--- src/rtl/uart_bram_bridge.sv ---
// Byte-protocol bridge giving a serial host read/write access to a single-port BRAM.
// Frames: 'W' addr data -> 'K'; 'R' addr -> data bytes; anything else -> '?'.
module uart_bram_bridge #(
    parameter int unsigned ADDR_W      = 16,
    parameter int unsigned DATA_W      = 16,
    parameter int unsigned TIMEOUT_CYC = 1_000_000
) (
    input  logic              CLK_100_I,
    input  logic              RST_N_I,
    input  logic [7:0]        RX_B_I,
    input  logic              RX_VALID_I,
    output logic [7:0]        TX_B_O,
    output logic              TX_VALID_O,
    input  logic              TX_READY_I,
    output logic [ADDR_W-1:0] BRAM_ADDR_O,
    output logic [DATA_W-1:0] BRAM_DATA_O,
    output logic              BRAM_WE_O,
    input  logic [DATA_W-1:0] BRAM_DATA_I,
    output logic              BUSY_O,
    output logic [7:0]        DROP_CNT_O
);

    localparam int unsigned NA    = ADDR_W / 8;
    localparam int unsigned ND    = DATA_W / 8;
    localparam int unsigned TMR_W = (TIMEOUT_CYC < 2) ? 1 : $clog2(TIMEOUT_CYC);

    localparam logic [TMR_W-1:0] TMR_LAST = TMR_W'(TIMEOUT_CYC - 1);
    localparam logic [2:0]       NA_LAST  = 3'(NA - 1);
    localparam logic [2:0]       ND_LAST  = 3'(ND - 1);

    localparam logic [7:0] OP_WR   = 8'h57;
    localparam logic [7:0] OP_RD   = 8'h52;
    localparam logic [7:0] CH_ACK  = 8'h4B;
    localparam logic [7:0] CH_NACK = 8'h3F;

    typedef enum logic [3:0] {
        S_IDLE,
        S_GET_ADDR,
        S_GET_DATA,
        S_WRITE,
        S_RD_ISSUE,
        S_RD_CAP,
        S_SEND,
        S_ACK,
        S_NACK
    } state_t;

    state_t            state;
    state_t            state_next;
    logic              is_wr;
    logic [2:0]        byte_cnt;
    logic [TMR_W-1:0]  timer;
    logic [ADDR_W-1:0] addr_sr;
    logic [DATA_W-1:0] data_sr;
    logic [ADDR_W-1:0] addr_shifted;
    logic [DATA_W-1:0] data_shifted;
    logic [ADDR_W-1:0] bram_addr;
    logic [DATA_W-1:0] bram_wdata;
    logic [7:0]        drop_cnt;
    logic              drop_evt;
    logic              timed_out;

    assign addr_shifted = (addr_sr << 8) | ADDR_W'(RX_B_I);
    assign data_shifted = (data_sr << 8) | DATA_W'(RX_B_I);
    // A strobe arriving on the expiry cycle wins over the abort.
    assign timed_out    = (timer == TMR_LAST) && !RX_VALID_I;

    assign BRAM_ADDR_O = bram_addr;
    assign BRAM_DATA_O = bram_wdata;
    assign BUSY_O      = (state != S_IDLE);
    assign DROP_CNT_O  = drop_cnt;

    always_ff @(posedge CLK_100_I) begin
        if (!RST_N_I) begin
            state <= S_IDLE;
        end else begin
            state <= state_next;
        end
    end

    always_comb begin
        state_next = state;
        drop_evt   = 1'b0;
        TX_VALID_O = 1'b0;
        TX_B_O     = '0;
        BRAM_WE_O  = 1'b0;
        case (state)
            S_IDLE: begin
                if (RX_VALID_I) begin
                    if (RX_B_I == OP_WR || RX_B_I == OP_RD) begin
                        state_next = S_GET_ADDR;
                    end else begin
                        state_next = S_NACK;
                        drop_evt   = 1'b1;
                    end
                end
            end
            S_GET_ADDR: begin
                if (RX_VALID_I) begin
                    if (byte_cnt == NA_LAST) begin
                        state_next = is_wr ? S_GET_DATA : S_RD_ISSUE;
                    end
                end else if (timed_out) begin
                    state_next = S_IDLE;
                    drop_evt   = 1'b1;
                end
            end
            S_GET_DATA: begin
                if (RX_VALID_I) begin
                    if (byte_cnt == ND_LAST) begin
                        state_next = S_WRITE;
                    end
                end else if (timed_out) begin
                    state_next = S_IDLE;
                    drop_evt   = 1'b1;
                end
            end
            S_WRITE: begin
                BRAM_WE_O  = 1'b1;
                drop_evt   = RX_VALID_I;
                state_next = S_ACK;
            end
            S_RD_ISSUE: begin
                drop_evt   = RX_VALID_I;
                state_next = S_RD_CAP;
            end
            S_RD_CAP: begin
                drop_evt   = RX_VALID_I;
                state_next = S_SEND;
            end
            S_SEND: begin
                TX_VALID_O = 1'b1;
                TX_B_O     = data_sr[DATA_W-1 -: 8];
                drop_evt   = RX_VALID_I;
                if (TX_READY_I && byte_cnt == ND_LAST) begin
                    state_next = S_IDLE;
                end
            end
            S_ACK: begin
                TX_VALID_O = 1'b1;
                TX_B_O     = CH_ACK;
                drop_evt   = RX_VALID_I;
                if (TX_READY_I) begin
                    state_next = S_IDLE;
                end
            end
            S_NACK: begin
                TX_VALID_O = 1'b1;
                TX_B_O     = CH_NACK;
                drop_evt   = RX_VALID_I;
                if (TX_READY_I) begin
                    state_next = S_IDLE;
                end
            end
            default: state_next = S_IDLE;
        endcase
    end

    always_ff @(posedge CLK_100_I) begin
        if (!RST_N_I) begin
            is_wr      <= 1'b0;
            byte_cnt   <= '0;
            timer      <= '0;
            addr_sr    <= '0;
            data_sr    <= '0;
            bram_addr  <= '0;
            bram_wdata <= '0;
            drop_cnt   <= '0;
        end else begin
            if (drop_evt && drop_cnt != 8'hFF) begin
                drop_cnt <= drop_cnt + 8'd1;
            end
            case (state)
                S_IDLE: begin
                    if (RX_VALID_I) begin
                        is_wr    <= (RX_B_I == OP_WR);
                        byte_cnt <= '0;
                        timer    <= '0;
                    end
                end
                S_GET_ADDR: begin
                    if (RX_VALID_I) begin
                        timer   <= '0;
                        addr_sr <= addr_shifted;
                        if (byte_cnt == NA_LAST) begin
                            byte_cnt <= '0;
                            // Reads drive the address now; writes wait for the data.
                            if (!is_wr) begin
                                bram_addr <= addr_shifted;
                            end
                        end else begin
                            byte_cnt <= byte_cnt + 3'd1;
                        end
                    end else begin
                        timer <= timer + TMR_W'(1);
                    end
                end
                S_GET_DATA: begin
                    if (RX_VALID_I) begin
                        timer   <= '0;
                        data_sr <= data_shifted;
                        if (byte_cnt == ND_LAST) begin
                            byte_cnt   <= '0;
                            bram_addr  <= addr_sr;
                            bram_wdata <= data_shifted;
                        end else begin
                            byte_cnt <= byte_cnt + 3'd1;
                        end
                    end else begin
                        timer <= timer + TMR_W'(1);
                    end
                end
                S_RD_CAP: begin
                    data_sr  <= BRAM_DATA_I;
                    byte_cnt <= '0;
                end
                S_SEND: begin
                    if (TX_READY_I) begin
                        data_sr  <= data_sr << 8;
                        byte_cnt <= byte_cnt + 3'd1;
                    end
                end
                default: ;
            endcase
        end
    end

endmodule

--- config.mk ---
export PLATFORM = sky130hd
export DESIGN_NAME = uart_bram_bridge
export DESIGN_NICKNAME = d
export VERILOG_FILES = /design/src/rtl/uart_bram_bridge.sv
export SDC_FILE = /design/constraint.sdc
export NUM_CORES = 1
export LEC_CHECK = 0
export ABC_AREA = 1
export CAP_MARGIN = 20
export CORE_ASPECT_RATIO = 0.5
export CORE_MARGIN = 2
export CORE_UTILIZATION = 35
export CTS_CLUSTER_SIZE = 20
export DETAILED_ROUTE_END_ITERATION = 10
export GPL_TIMING_DRIVEN = 0
export HOLD_SLACK_MARGIN = 0.02
export PLACE_DENSITY = 0.61
export SYNTH_ARGS = -nofsm -noshare
export SYNTH_HDL_FRONTEND = slang
export SYNTH_SLANG_ARGS = --single-unit
--- constraint.sdc ---
create_clock -name CLK_100_I -period 2.9 [get_ports CLK_100_I]
set_clock_uncertainty 0.2 [all_clocks]
set_input_delay 0.435 -clock CLK_100_I [delete_from_list [all_inputs] [get_ports CLK_100_I]]
set_output_delay 0.435 -clock CLK_100_I [all_outputs]
set_load 0.1 [all_outputs]
After elaboration in Yosys (flattened, before gate mapping)
Index checks and enable logic that the tools add are counted.

Flip-flop bits (word level): 100. Bits in latches: 0. Memory bits (writable): 0. Bits in read-only memories: 0. Input bits: 28. Output and inout port bits: 51. Logic and storage cells: 98. Memories: 0.

Add/sub/neg operators: 3. Multipliers: 0. Div/mod/pow operators: 0. $lt $le $gt $ge: 0. Equal/unequal tests: 25. Shifts and indexed selects: 0. Muxes and demuxes: 36. Bitwise gates (word level): 2. Reduce and logical (&&, ||, !) cells: 23.

Operators with widths (number): $mux 16 (7); $pmux 16 s3 (1); $mux 20 (2); $pmux 20 s2 (1); $mux 4 (9); $or 16x8->16 (2); $pmux 16 s2 (1); $pmux 4 s8 (1); $pmux 8 s3 (1); $add 20x1->20 const B (1); $eq 20x20->1 const B (1); $eq 4x3->1 const B (4); $eq 8x7->1 const B (2); $ne 2x2->1 const B (8); $mux 3 (5); $pmux 3 s4 (1); $add 8x1->8 const B (1); $eq 4x2->1 const B (2); $ne 8x8->1 const B (1); $reduce_bool 4->1 (2); $mux 1 (6); $ne 3x3->1 const B (2); $reduce_and 2->1 (3); $reduce_and 3->1 (2); 18 further kinds (23).

Depth between registers and ports, before layout
Depth in word-level cells: 6. Depth in mapped cells: 12. Depth with buffers taken out: 12.

Least setup slack after synthesis
No wires, ideal clock.

Path type: register -> output. Start point: register state[1]. End point: output port TX_B_O[7]. Arrival: 1.977 ns. Required time: 2.265 ns. Slack: 0.288 ns. Stages on the path, launching flop included: 5. Buffers on the path: 0. Cells stage by stage: dfxtp_1 -> inv_2 -> nor2_8 -> nand2_4 -> nor2_1.

Longest elaborated chain between the ends: 2. Elaborated cells on any way between the ends: 4. Classes of those cells: eq/ne: 3; mux: 1.

Ends and longest elaborated chain: from (decl) (line 48) `state_t state;`; from (signal assigned) (line 77) `state <= state_next;`; $eq 4x4->1 or $eq 4x3->1 (tied branches) (line 87) `case (state)`; $pmux 8 s3 * (line 87); to (decl) (line 12) `output logic [7:0] TX_B_O,`.

Every way passes the cells marked *; elsewhere a longest branch is shown, timed or not.

Worst setup path after layout
Ends and elaborated chain as after synthesis.

==> metrics.md <==
| Metric | Value |
|---|---|
| CP max stage delay | 840 ps |
| Fin area | 0.00623 mm2 |
| Number of global-route vias before repair | around 4300 |
| Number of port buffers | 78 |
| Initial core utilization | 35.9% |
| H-Tree Depth | 3 |
| Post-synthesis simple-gate area fraction | 27.1% |
| EDFF count, synth | 0 |
| F_max | 360 MHz |
| Crit-path slowest cell | clkdlybuf4s15_1 |
| Routed Antenna Nets | 0 |
| CTS clock-pin slew for the worst setup and hold paths | 70 ps |
| Total CTS buffers | 9 |
| Tot GR Track Use | 17.9% |
| Post-synthesis mux area share | 0% |
| Reg-to-reg slack, setup | 750 ps |
| CP startpoint kind | register |
| DIE HEIGHT | 87.6 um |
| Routed wire length | approximately 13000 um |
| Total number of yosys warnings | 0 |
| # DRC | 0 |
| Critical path peak fanout | 7 |
| Critical Path RT | roughly 2300 ps |
| CP Capture Type | primary output |
| Die Span X | 171 um |
| Post-Synthesis Net Count | 753 |
| Std-Cell Rows | 30 |
| CP Buf/Inv Count | 2 |
| Initial DRC Count | 329 |
| Final nets | 842 |
| Critical path cell sequence | inv_2 -> nor2_8 -> nand2_4 -> nor2_1 -> clkdlybuf4s15_1 |
| Final Max Tran Viols | 0 |
| Fin crit period | 2780 ps |
| Worst min-delay path class | register to register |
| DP HPWL | 9910 um |
| Antenna violations before repair | 0 |
| Sequential area share after synthesis | 40.9% |
| Post-synth cell types | 43 |
| Lkg Pwr | 0.00240 uW |
| Worst-Skew Late Latency | 340 ps |
| Largest net degree at the start of global routing | 19 |
| Dpl cell area | 0.00592 mm2 |
| Status | finished, final reports clean |
| Total power | 2940 uW |
| Synth Area in XOR/XNOR | 1.25% |
| Kind of critical path | register to primary output |
| Root Buffer | clkbuf_16 |
| I/O pins | roughly 80 |
| Max VDD drop | 0.396 mV |
| 1st-pass router iterations | 5 |
| Compound-cell area share of the yosys netlist | 20.5% |
| CP Data Arrival Time | approximately 2100 ps |
| GRT overflow | 0 |
| Post-Syn Area per Cell | 6.79 um2 |
| Dominant synthesized flop cell | dfxtp_1 |
| Via density | about 4.8 |
| Max_cap viols | 0 |
| Synth Register Bits | 100 |
| Number of setup buffers added after CTS | 0 |
| Ant. Diodes | 0 |
| Hold Violations, Final | 0 |
| Final hold slack | ~250 ps |
| Fin crit share | 95.7% |
| Area grow syn2layout | 27.1% |
| Worst slew pin tran | 996 ps |
| Core area | 0.0136 mm2 |
| First-pass GRT wire length | 21300 um |
| Power per Cell Area | 472 mW/mm2 |
| Via count | 4799 |
| Clock buffer depth | 2 |
| Critical R2R Launch | state[3]$_SDFFE_PN0P_ |
| Worst r2r dst | BRAM_ADDR_O[6]$_SDFFE_PN0P_ |
| Asr flop ratio synth | 0% |
| RSZ-0062 raised after global routing | false |
| Post-Synth Adder-Cell Area | 1.02% |
| Share of cells above drive strength 1 | 7.61% |
| Clock Sinks | 100 |
| WHS Path Cells | 2 |
| # setup viols final | 0 |
| Die area | around 0.015 mm2 |
| Gpl congestion | roughly 0.85 |
| Relative slew slack | 33.4% |
| Min-delay src | BRAM_ADDR_O[12]$_SDFFE_PN0P_ |
| Post-DR wirelength/cell | 13.1 um |
| Largest family of logic cells by synthesized area | simple AND/OR/NAND/NOR gates |
| Family with the most delay on the worst path | buffers and inverters |
| TritonCTS clock tree | built |
| Hold Buf Count CTS | 0 |
| Reg2Reg Depth | 7 |
| Mapped Cells | between 700 and 800 |
| Cell area after synthesis | 0.00490 mm2 |
| Hold Path End | BRAM_ADDR_O[12]$_SDFFE_PN0P_ |
synth_stat cells (2+ instances only):
cell type	count	area, um2
clkbuf_1	18	67.6
ha_1	4	50.1
a22o_1	5	43.8
nor3_1	7	35.0
inv_2	8	30.0
xor2_1	4	35.0
nand4_1	6	37.5
buf_6	2	22.5
a21oi_1	66	330
nor2_2	3	18.8
nand2_1	160	601
inv_1	70	263
o21bai_1	2	15.0
buf_4	3	22.5
dfxtp_1	100	2000
xnor2_1	3	26.3
buf_2	3	15.0
o211ai_1	4	30.0
nand2_4	3	33.8
nand2_2	5	31.3
clkinv_1	5	18.8
o21ai_1	12	60.1
nor2_1	93	349
nor2_4	2	22.5
o21ai_0	90	450
nand3_1	26	130
worst max-delay path by stage:
| stage | cells after the start | slack (ps) | from | to |
|---|---|---|---|---|
| after floorplan | 4 | 290 | state[1]$_SDFFE_PN0P_ | TX_B_O[7] |
| after global placement | 7 | -120 | state[0]$_SDFFE_PN0P_ | TX_VALID_O |
| after detailed placement | 7 | -110 | state[0]$_SDFFE_PN0P_ | TX_VALID_O |
| after CTS | 5 | 80 | state[1]$_SDFFE_PN0P_ | TX_B_O[7] |
| after global routing | 5 | 10 | state[1]$_SDFFE_PN0P_ | TX_B_O[7] |
| final | 5 | 120 | state[1]$_SDFFE_PN0P_ | TX_B_O[7] |
repair_timing:
| action | CTS | global route |
|---|---|---|
| pin swaps | 0 | 0 |
| resized for setup | 27 | 3 |
| endpoints found under the setup margin | 11 | 2 |
| hold endpoints to repair | 0 | 0 |
registers in the layout, summed over array words and instances (netlist names):
signal       cells
is_wr            1
byte_cnt         3
state            4
data_sr         16
addr_sr         16
BRAM_ADDR_O     16
BRAM_DATA_O     16
DROP_CNT_O       8
timer           20
logic make-up after synthesis:
group / after synthesis
AND/OR/NAND/NOR: 311
AO/OA/AOI/OAI: 187
buffers and inverters: 112
flip-flops: 100
XOR/XNOR: 7
adder cells (fa/ha/maj): 4
power by group:
group	leakage, uW	internal [uW]	switching, uW
Sequential	0.000806	1380	7.44
Combinational	0.00145	87.2	216
Clock	0.000147	682	569
Total	0.00240	2150	793
through the flow:
stage	cells	utilization, %	TNS, ps	worst slack (ps)
final	1007	45.7	0	125
after global routing	1007	45.7	0	12.0
after CTS	1007	45.7	0	84.5
after detailed placement	991	43.4	-260	-112
after global placement	991	43.4	-273	-117
after floorplan	721	-	0	288
worst reg2reg max path, cell delays in order, from the launching register on:
cell and delay (ps):
dfxtp_1 380, nor2_1 280, nand2_2 160, nor2_4 230
nand3_1 220, clkbuf_2 250, o21ai_0 250, a21oi_1 60
layer usage:
layer / routed length [um] / GRT usage [%] / part of all wire, % / vias up
met3: 636 / 3.34 / 4.8 / 14
met5: 0 / 0 / 0 / -
met4: 151 / 4.85 / 1.1 / 0
met2: 5400 / 26.4 / 41 / 115
met1: 7040 / 26.6 / 53 / 2160
li1: - / - / - / 2510
area by class of cell:
| class | instances | area, um2 |
|---|---|---|
| fill | 1387 | 7400 |
| multi-input combinational | 509 | 2440 |
| sequential | 100 | 2000 |
| timing repair buffer | 78 | 782 |
| inverter | 84 | 318 |
| tap | 192 | 240 |
| clock buffer | 9 | 225 |
| buffer | 28 | 136 |
| clock inverter | 7 | 81.3 |
placed cells by master, fill, tap and decap left out, drive strengths merged:
cell           count
bufinv             1
nor3               7
clkinvlp           1
clkdlybuf4s50     67
o211ai             4
o21bai             3
clkinv             7
ha                 4
o21ai            102
or2                1
a31o               1
nand3             28
nand2            168
clkdlybuf4s15      8
a211oi             1
nand4              6
a21boi             1
clkbuf            28
inv               82
buf               10
a31oi              1
xor2               4
a22o               5
xnor2              3
o21a               1
nor2              99
dlygate4sd2        2
dfxtp            100
nand3b             1
and3               1
a21oi             68
No activity file was read; power rests on OpenSTA's default activity.
